**config.mk**
```make
export PLATFORM = sky130hd
export DESIGN_NAME = instr_fetch
export DESIGN_NICKNAME = d
export VERILOG_FILES = /design/src/rtl/cpu_pkg.sv /design/src/rtl/branch_cond.sv /design/src/rtl/instr_fetch.sv
export SDC_FILE = /design/constraint.sdc
export NUM_CORES = 1
export LEC_CHECK = 0
export CORE_MARGIN = 2
export CORE_UTILIZATION = 25
export DETAILED_ROUTE_END_ITERATION = 8
export MAX_ROUTING_LAYER = met4
export RECOVER_POWER = 25
export SYNTH_ARGS = -nofsm -noshare
export SYNTH_HDL_FRONTEND = slang
export SYNTH_SLANG_ARGS = --single-unit
```
**constraint.sdc**
```tcl
create_clock -name clk -period 2.3 [get_ports clk]
set_input_delay 0.23 -clock clk [delete_from_list [all_inputs] [get_ports clk]]
set_output_delay 0.23 -clock clk [all_outputs]
set_load 0.01 [all_outputs]
```
**src/rtl/cpu_pkg.sv**
```systemverilog
// Shared definitions for the vector-encryption core: opcodes, jump condition
// codes, fetch FSM states and default datapath widths.
package cpu_pkg;

    localparam int unsigned DEF_ADDR_W  = 10;
    localparam int unsigned DEF_INSTR_W = 16;

    localparam logic [3:0]  OP_NOP   = 4'hD;
    localparam logic [3:0]  OP_END   = 4'hE;
    localparam logic [15:0] NOP_WORD = 16'h000D;

    typedef enum logic [1:0] {
        COND_EQ = 2'b00,
        COND_GT = 2'b01,
        COND_AL = 2'b10,
        COND_NE = 2'b11
    } cond_e;

    typedef enum logic {
        ST_RUN,
        ST_HALT
    } fetch_state_e;

endpackage

```
**src/rtl/branch_cond.sv**
```systemverilog
// Jump condition evaluator: decides whether a jump request is taken from the
// condition code and the CMP flags. Shared with the execute stage.
module branch_cond
    import cpu_pkg::*;
(
    input  logic       jump_req,
    input  logic [1:0] jump_cond,
    input  logic       flag_z,
    input  logic       flag_gt,
    output logic       taken
);

    logic w_cond_ok;

    always_comb begin
        w_cond_ok = 1'b0;
        case (cond_e'(jump_cond))
            COND_EQ: w_cond_ok = flag_z;
            COND_GT: w_cond_ok = flag_gt;
            COND_AL: w_cond_ok = 1'b1;
            COND_NE: w_cond_ok = !flag_z;
            default: w_cond_ok = 1'b0;
        endcase
    end

    assign taken = jump_req && w_cond_ok;

endmodule

```
**src/rtl/instr_fetch.sv**
```systemverilog
// Instruction fetch stage: owns the PC, drives a 1-cycle-latency instruction
// memory, presents registered instructions, redirects on jumps, halts on END.
module instr_fetch
    import cpu_pkg::*;
#(
    parameter int unsigned ADDR_W  = DEF_ADDR_W,
    parameter int unsigned INSTR_W = DEF_INSTR_W
) (
    input  logic               clk,
    input  logic               rst,
    input  logic               stall,
    output logic [ADDR_W-1:0]  imem_addr,
    input  logic [INSTR_W-1:0] imem_rdata,
    input  logic               jump_req,
    input  logic [1:0]         jump_cond,
    input  logic [ADDR_W-1:0]  jump_target,
    input  logic               flag_z,
    input  logic               flag_gt,
    output logic [INSTR_W-1:0] instr,
    output logic               instr_valid,
    output logic [ADDR_W-1:0]  instr_pc,
    output logic               jump_taken,
    output logic               halted
);

    localparam logic [INSTR_W-1:0] NOP_I = INSTR_W'(NOP_WORD);

    fetch_state_e       r_state, w_state_nxt;
    logic [ADDR_W-1:0]  r_pc, w_pc_nxt;
    logic [ADDR_W-1:0]  r_iss, w_iss_nxt;
    logic               r_iss_v, w_iss_v_nxt;
    logic [INSTR_W-1:0] r_instr, w_instr_nxt;
    logic               r_valid, w_valid_nxt;
    logic [ADDR_W-1:0]  r_instr_pc, w_instr_pc_nxt;
    logic               r_jump_taken, w_jump_taken_nxt;
    logic               r_halted, w_halted_nxt;
    logic               w_cond_taken, w_redirect, w_end_seen;

    branch_cond u_branch_cond (
        .jump_req  (jump_req),
        .jump_cond (jump_cond),
        .flag_z    (flag_z),
        .flag_gt   (flag_gt),
        .taken     (w_cond_taken)
    );

    assign w_redirect = (r_state == ST_RUN) && w_cond_taken;
    assign w_end_seen = r_valid && (r_instr[3:0] == OP_END);

    // A stalled fetch re-reads the in-flight address so its word is still on
    // imem_rdata when the stall drops.
    always_comb begin
        if (w_redirect)
            imem_addr = jump_target;
        else if (stall && (r_state == ST_RUN))
            imem_addr = r_iss;
        else
            imem_addr = r_pc;
    end

    always_comb begin
        w_state_nxt      = r_state;
        w_pc_nxt         = r_pc;
        w_iss_nxt        = r_iss;
        w_iss_v_nxt      = r_iss_v;
        w_instr_nxt      = r_instr;
        w_valid_nxt      = r_valid;
        w_instr_pc_nxt   = r_instr_pc;
        w_jump_taken_nxt = 1'b0;
        w_halted_nxt     = r_halted;
        case (r_state)
            ST_RUN: begin
                if (w_end_seen) begin
                    w_state_nxt  = ST_HALT;
                    w_halted_nxt = 1'b1;
                    w_instr_nxt  = NOP_I;
                    w_valid_nxt  = 1'b0;
                end else if (!stall) begin
                    if (w_cond_taken) begin
                        w_pc_nxt         = jump_target + ADDR_W'(1);
                        w_iss_nxt        = jump_target;
                        w_iss_v_nxt      = 1'b1;
                        w_instr_nxt      = NOP_I;
                        w_valid_nxt      = 1'b0;
                        w_jump_taken_nxt = 1'b1;
                    end else begin
                        w_iss_nxt   = r_pc;
                        w_pc_nxt    = r_pc + ADDR_W'(1);
                        w_iss_v_nxt = 1'b1;
                        if (r_iss_v) begin
                            w_instr_nxt    = imem_rdata;
                            w_instr_pc_nxt = r_iss;
                            w_valid_nxt    = 1'b1;
                        end else begin
                            w_instr_nxt = NOP_I;
                            w_valid_nxt = 1'b0;
                        end
                    end
                end
            end
            ST_HALT: begin
                w_instr_nxt = NOP_I;
                w_valid_nxt = 1'b0;
            end
            default: w_state_nxt = ST_RUN;
        endcase
    end

    always_ff @(posedge clk or posedge rst) begin
        if (rst) begin
            r_state      <= ST_RUN;
            r_pc         <= '0;
            r_iss        <= '0;
            r_iss_v      <= 1'b0;
            r_instr      <= NOP_I;
            r_valid      <= 1'b0;
            r_instr_pc   <= '0;
            r_jump_taken <= 1'b0;
            r_halted     <= 1'b0;
        end else begin
            r_state      <= w_state_nxt;
            r_pc         <= w_pc_nxt;
            r_iss        <= w_iss_nxt;
            r_iss_v      <= w_iss_v_nxt;
            r_instr      <= w_instr_nxt;
            r_valid      <= w_valid_nxt;
            r_instr_pc   <= w_instr_pc_nxt;
            r_jump_taken <= w_jump_taken_nxt;
            r_halted     <= w_halted_nxt;
        end
    end

    assign instr       = r_instr;
    assign instr_valid = r_valid;
    assign instr_pc    = r_instr_pc;
    assign jump_taken  = r_jump_taken;
    assign halted      = r_halted;

endmodule
```
* After elaboration in Yosys (flattened, before gate mapping)
Index checks and enable logic that the tools add are counted.
** Word-level totals
- Bits in registers :: 51
- Bits of input ports :: 34
- Word-level logic and storage cells :: 50
- Output and inout port bits :: 39
** Operators by class
- Add/sub/neg operators :: 2
- Bitwise logic cells :: 4
- Reduce and logical (&&, ||, !) cells :: 9
- Equality and inequality tests :: 5
- Muxes and demuxes :: 21
** Operators with widths (count)
- $mux 16 :: 4
- $mux 10 :: 4
- $pmux 16 s2 :: 1
- $add 10x1->10 const B :: 2
- $mux 1 :: 10
- $reduce_and 5->1 :: 1
- $eq 2x2->1 const B :: 2
- $eq 4x4->1 const B :: 1
- $logic_and 1x1->1 :: 4
- $not 1->1 :: 4
- $pmux 1 s4 :: 1
- $ne 3x3->1 const B :: 1
- $reduce_and 3->1 :: 1
- $eq 2x1->1 const B :: 1
- $logic_not 2->1 :: 1
- $pmux 1 s2 :: 1
- $reduce_and 2->1 :: 1
- $logic_not 1->1 :: 1

* Longest topological paths before layout
Gate-level depths: netlist of the first run.
- Depth after elaboration :: 7
- Mapped depth :: 10
- Gate-level depth less buffers :: 9

* By module
From an unflattened synthesis of the first run, not the netlist that was laid out.
** Unflattened totals
- Cell total of the unflattened synthesis :: 254
- Area, all modules :: 2631.3 um^2
** By module, submodules not included
- instr_fetch :: times used 1, cells each 250, area an instance 2598.7 um^2, seq. area each 1280.0 um^2
- branch_cond :: times used 1, cells each 4, area an instance 32.5 um^2, seq. area each 0.0 um^2

* Worst setup path after synthesis of the first run
No wires, ideal clock.
- Path kind :: in2reg
- Start :: input flag_gt
- End :: register r_pc[8]
- Cell stages on the path :: 10
- Required time :: 2.171 ns
- Slack :: 0.059 ns
- Arrival :: 2.111 ns
- Path buffers :: 1
- Library setup time :: 0.129 ns
- Cells stage by stage :: a211o_1 -> o211a_2 -> buf_2 -> mux2_1 -> ha_1 -> and4_1 -> nand4_1 -> mux2i_1 -> a22o_1 -> a21oi_1
** Between the ends
- Longest elaborated chain between the ends :: 3
** RTL lines
- from (decl) :: RTL line instr_fetch.sv:18 : input logic flag_gt,
- $pmux 1 s4 :: RTL line branch_cond.sv:17 : case (cond_e'(jump_cond))
- $logic_and 1x1->1 :: RTL line branch_cond.sv:26 : assign taken = jump_req && w_cond_ok;
- $mux 10 :: RTL line instr_fetch.sv:79 : if (w_cond_taken) begin
- to (signal assigned) :: RTL line instr_fetch.sv:122 : r_pc <= w_pc_nxt;
- to (decl) :: RTL line instr_fetch.sv:29 : logic [ADDR_W-1:0] r_pc, w_pc_nxt;
Every way passes these cells.
A chain may end at the register's enable or synchronous reset.

* Worst setup path after layout of the first run
- Start :: input jump_req
- End :: register r_pc[8]
** Between the ends
- Longest elaborated chain between the ends :: 2
** RTL lines
- from (decl) :: RTL line instr_fetch.sv:14 : input logic jump_req,
- $logic_and 1x1->1 :: RTL line branch_cond.sv:26
- $mux 10 :: RTL line instr_fetch.sv:79
Every way passes these cells.

==> results.toml, run 1 <==
[global_routing]
grt_max_degree = 21
grt_pass1_vias = 2433
grt_pass1_wl_um = 12300
track_usage_pct = 14.1
grt-ovfl-total = 0
antenna_found_initial = 0

[logic_synthesis]
synthTopCellsByArea = "dfrtp_1, nand2_1, a22o_1, o21ai_0, mux2_1"
ys_seq_area_share_pct = 49.9
synth_top_area_share_pct = 46.9
synth_seq_cells = 51
ys_top_cells_by_count = "dfrtp_1, nand2_1, nor2_1, o21ai_0, a22o_1"
synth.largest_area_cell = "dfrtp_1"
synth_edf_count = 0
synth_nets = 305
yosys_warnings = 0
yosysMostFrequentCell = "dfrtp_1"
async_flop_share_pct = 100
synth_area_per_cell_sq_um = 9.50
yosysUniqueCellTypes = 42
postSynthCellCount = 270
ys.flop_type = "dfrtp_1"
synth_area_sq_um = 2560

[final_layout]
drive_gt1_share_pct = 17.4
areaGrowthSynthToFinish_pct = 47.8
final_cells = 500
diodes = 0
fillers = 981
design_area_sq_um = 3790
fin_nets = 401
finalCoreUtilization_pct = 38.4

[critical_path]
crit_path_frequent_cell = "a21oi_2"
cpPeakStageDelay_ns = 0.51
cp_top_family = "buffers and inverters"
r2r_setup_slack_ns = 0.47
arrival_ns = 2.32
crit_buf_inv = 2
crit_path_max_fanout = 4
end_kind = "register"
startpoint_type = "input pin"
cp_slowest_cell = "clkdlybuf4s50_1"
path_class = "in2reg"
cp_data_required_time_ns = 2.50
crit_path_cell_trace = "clkdlybuf4s50_1, o211a_4, buf_4, mux2_2, ha_4, and4_2, nand4_1, a21oi_2, o32ai_2, a21oi_2"

[timing]
maxSlewViolCount = 0
slew_headroom_pct = 44.0
setup_viol = 0
period_minus_slack_ns = 2.12
holdWs_ns = 0.480
timing.final.crit_share_pct = 92.0
layout_setup_ws_ns = 0.183
rsz0062_at_grt = "no"
fin_tns_setup_ns = 0
tightest_slew_ns = 0.840
finalHoldViolCount = 0
clock-skew-final_ns = 0.0128
fmax_mhz = 472

[power_and_ir_drop]
ir_worst_vdd_mv = 0.484
power_mw = 3.88
p_leak_nw = 1.62
power.density_nw_per_um2 = 1020

[clock_network]
numCtsBuffers = 5
clk_pin_slew_ns = 0.11
h-tree-depth = 2
clk_latency_ns = 0.31
cts_tree = "built"
cts_max_path_buffers = 2
cts-root-buf = "clkbuf_8"
ctsHoldBuffers = 0
cts_sinks = 51

[placement]
pre_cts_ws_ns = -0.385
dp_cells = 491
port-buffer-count = 72
placed_area_sq_um = 3640
hpwl_um = 5820
place_congestion = 0.937

[detailed_routing]
post-route-drc-count = 0
vias_per_cell = 4.83
drt_pass1_iterations = 4
ant_nets = 0
drt_iter0_drc = 108
vias = 2414
finalWirelength_um = 7580
routedWlPerCell_um = 15.2

[floorplanning]
core_sq_um = 9860
rows = 36
num_io_pins = 73
die_h_um = 105
start_util_pct = 26.0
die_w_um = 105
die-area_sq_um = 11100

[job]
cap_violations = 0

[hold_path]
hp-class = "in2reg"

[run_status]
status = "finished clean"
==> logic make-up after synthesis <==
logic type / after synthesis / share of synthesized area [%]
mux: 14 / 6.05
xor+xnor: 3 / 1.03
fa+ha+maj: 1 / 0.488
compound gates: 79 / 21.2
buf+inv: 24 / 3.90
simple gates: 98 / 17.4
flops: 51 / 49.9
==> cells in the final DEF, fill, tap and decap left out, drive strengths merged, types with 3 or more instances in the layout <==
master,synthesis,final
buf,8,34
a31oi,9,9
o21ai,20,20
nor2,19,19
dfstp,3,3
nand4,6,6
mux2,12,12
a21oi,11,11
a22oi,9,9
nor3,3,3
xnor2,3,3
nand2,47,47
nand2b,3,3
nand3,8,8
dlymetal6s2s,0,4
clkbuf,10,9
a22o,14,14
dlygate4sd2,0,4
clkdlybuf4s15,0,3
inv,6,7
clkdlybuf4s50,0,57
dfrtp,48,48
and4,3,3
==> registers in the layout (all words and copies together), names as in the netlist <==
register and count:
halted 1, instr 16, instr_pc 10, instr_valid 1
jump_taken 1, r_iss 10, r_iss_v 1, r_pc 10
r_state 1
==> final cells by class <==
class / count / area (sq um) / area share (%)
Multi-Input combinational cell: 195 / 1230 / 32.6
Tap cell: 133 / 166 / 4.39
Clock buffer: 5 / 68.8 / 1.82
Timing Repair Buffer: 107 / 988 / 26.1
Sequential cell: 51 / 1280 / 33.8
Clock inverter: 3 / 28.8 / 0.760
Inverter: 6 / 22.5 / 0.594
==> layer usage <==
| metal | up-vias | routed length, um | GRT usage (%) |
|---|---|---|---|
| li1 | 1175 | - | - |
| met1 | 1162 | 3460 | 18.7 |
| met2 | 69 | 3600 | 22.7 |
| met3 | 8 | 429 | 2.78 |
| met4 | 0 | 88 | 2.67 |
| met5 | - | 0 | - |
==> where the power goes <==
group          total, mW  switching, mW  leakage [nW]  internal (mW)
Clock              0.550          0.324        0.0502          0.226
Sequential          1.59          0.345         0.611           1.24
Combinational       1.74          0.822         0.959          0.920
==> worst paths after layout <==
kind,startpoint,to,cells after the start
max,jump_req,r_pc[8],10
min,imem_rdata[0],instr[0],2
max reg2reg,instr[2],instr_pc[5],6
min reg2reg,halted,halted,2
max in group asynchronous,rst,instr[14],3
min in group asynchronous,rst,instr[6],2
==> timing repair <==
item / in CTS / in global routing
endpoints found under the hold margin: 0 / 0
pin swaps: 1 / 5
setup endpoints to repair: 11 / 13
setup buffers: 1 / 0
resized for setup: 21 / 20
No activity file was read; power rests on OpenSTA's default activity.
==> run 2: changes to the inputs <==
--- a/config.mk
+++ b/config.mk
@@ -8,6 +8,7 @@
 export CORE_MARGIN = 2
 export CORE_UTILIZATION = 25
 export DETAILED_ROUTE_END_ITERATION = 8
+export GPL_ROUTABILITY_DRIVEN = 0
 export MAX_ROUTING_LAYER = met4
 export RECOVER_POWER = 25
 export SYNTH_ARGS = -nofsm -noshare
==> run 2 against run 1 <==
Die area did not move; sequential power about the same; design area down 1.4%; largest cell class unchanged.
==> results.toml, run 2 (synthesis gave the netlist of run 1 again) <==
[timing]
setup_viol = 0
timing.final.crit_share_pct = 97.4
maxSlewViolCount = 0
slew_headroom_pct = 46.3
period_minus_slack_ns = 2.24
fmax_mhz = 446
tightest_slew_ns = 0.806
rsz0062_at_grt = "yes"
finalHoldViolCount = 0
layout_setup_ws_ns = 0.0601
clock-skew-final_ns = 0.00521

[detailed_routing]
drt_iter0_drc = 164
post-route-drc-count = 0
drt_pass1_iterations = 4
routedWlPerCell_um = 15.8
ant_nets = 0
vias_per_cell = 5.00
finalWirelength_um = 7890
vias = 2505

[clock_network]
h-tree-depth = 2
numCtsBuffers = 5
clk_pin_slew_ns = 0.09
cts_max_path_buffers = 2
clk_latency_ns = 0.30
cts_sinks = 51
cts-root-buf = "clkbuf_8"
cts_tree = "built"

[run_status]
status = "finished clean"

[global_routing]
grt-ovfl-total = 0
grt_pass1_wl_um = 12400
grt_pass1_vias = 2353
track_usage_pct = 14.1
antenna_found_initial = 0
grt_max_degree = 23

[placement]
hpwl_um = 5870
pre_cts_ws_ns = -0.435
port-buffer-count = 72
placed_area_sq_um = 3610

[power_and_ir_drop]
clock_power_share_pct = 14.0
p_leak_nw = 1.58
p_int_mw = 2.39
power_mw = 3.88
ir_worst_vdd_mv = 0.501
seqPwrFrac_pct = 41.0
netSwitchingFraction_pct = 38.3
p_comb_share_pct = 45.0
power.switching_mw = 1.49
power.density_nw_per_um2 = 1040

[critical_path]
path_class = "in2reg"
cpPeakStageDelay_ns = 0.48
startpoint_type = "input pin"
crit_path_max_fanout = 5
end_kind = "register"
crit_path_cell_trace = "clkdlybuf4s50_1, nor2b_4, o211a_4, mux2_2, ha_4, and4_2, nand4_1, mux2i_1, a22o_1, a21oi_1"
cp_slowest_cell = "clkdlybuf4s50_1"
arrival_ns = 2.43
cp_data_required_time_ns = 2.49

[floorplanning]
num_io_pins = 73
die_w_um = 105
rows = 36
die_h_um = 105
start_util_pct = 26.0
core_sq_um = 9860
die-area_sq_um = 11100

[hold_path]
hp-class = "in2async"

[job]
cap_violations = 0

[final_layout]
drive_gt1_share_pct = 17.9
final_common_cell = "clkdlybuf4s50_1"
largest_register_ffs = 16
design_area_sq_um = 3740
diodes = 0
fin_nets = 402
areaGrowthSynthToFinish_pct = 45.7
most-common-layout-cells = "clkdlybuf4s50_1, dfrtp_1, nand2_1"
fillers = 993
[run 2: path summary, 6_finish.rpt]
path / start / depth (start not counted) / slack, ns / endpoint
max: flag_gt / 10 / 0.06 / r_pc[8]
min: rst / 2 / 0.44 / instr[6]
max reg2reg: instr[3] / 6 / 0.45 / instr_pc[5]
min reg2reg: halted / 2 / 0.47 / halted
max in group asynchronous: rst / 3 / 0.73 / instr[9]
min in group clk: halted / 2 / 0.47 / halted
[run 2: final cells by class]
class | count | area (sq um) | share of cell area (%)
Clock inverter | 1 | 8.76 | 0.234
Multi-Input combinational cell | 195 | 1220 | 32.7
Tap cell | 133 | 166 | 4.45
Inverter | 6 | 22.5 | 0.603
Timing Repair Buffer | 108 | 952 | 25.5
Clock buffer | 7 | 86.3 | 2.31
Sequential cell | 51 | 1280 | 34.3
[run 2: routing by layer]
layer	part of all wire [%]	GRT usage [%]
met1	45	18.8
met3	6.9	2.35
met5	0	-
met4	1.6	3.71
met2	46	22.4
[run 2: power groups by stage]
stage	sequential, mW	clock (mW)	combinational, mW
after CTS	1.59	0.572	1.75
after floorplan	1.54	0	0.831
after global placement	1.59	0	1.75
after detailed placement	1.61	0	1.78
final	1.59	0.544	1.74
after global routing	1.64	0.591	1.91
[run 2: what timing repair did]
action | in CTS | in global routing
gates cloned | 0 | 1
gates resized for setup | 34 | 29
buffers inserted | 0 | 3
hold buffers | 0 | 0
pin swaps | 0 | 3
endpoints found under the setup margin | 12 | 12
[run 2: stage by stage]
| step | cells | setup TNS [ns] | hold WS, ns | utilization (%) |
|---|---|---|---|---|
| finish | 501 | 0 | 0.442 | 37.9 |
| global route | 501 | -0.105 | 0.496 | 37.9 |
| CTS | 497 | 0 | 0.212 | 37.7 |
| detailed placement | 489 | -7.41 | 0.458 | 36.6 |
| global placement | 489 | -6.17 | 0.452 | 36.6 |
| floorplan | 270 | 0 | 0.358 | - |
[run 2: critical path, delay by kind of cell]
kind            cells  cell delay [ns]
fa+ha+maj           1             0.18
mux                 2             0.56
buf+inv             1             0.48
simple gates        3             0.54
compound gates      3             0.42
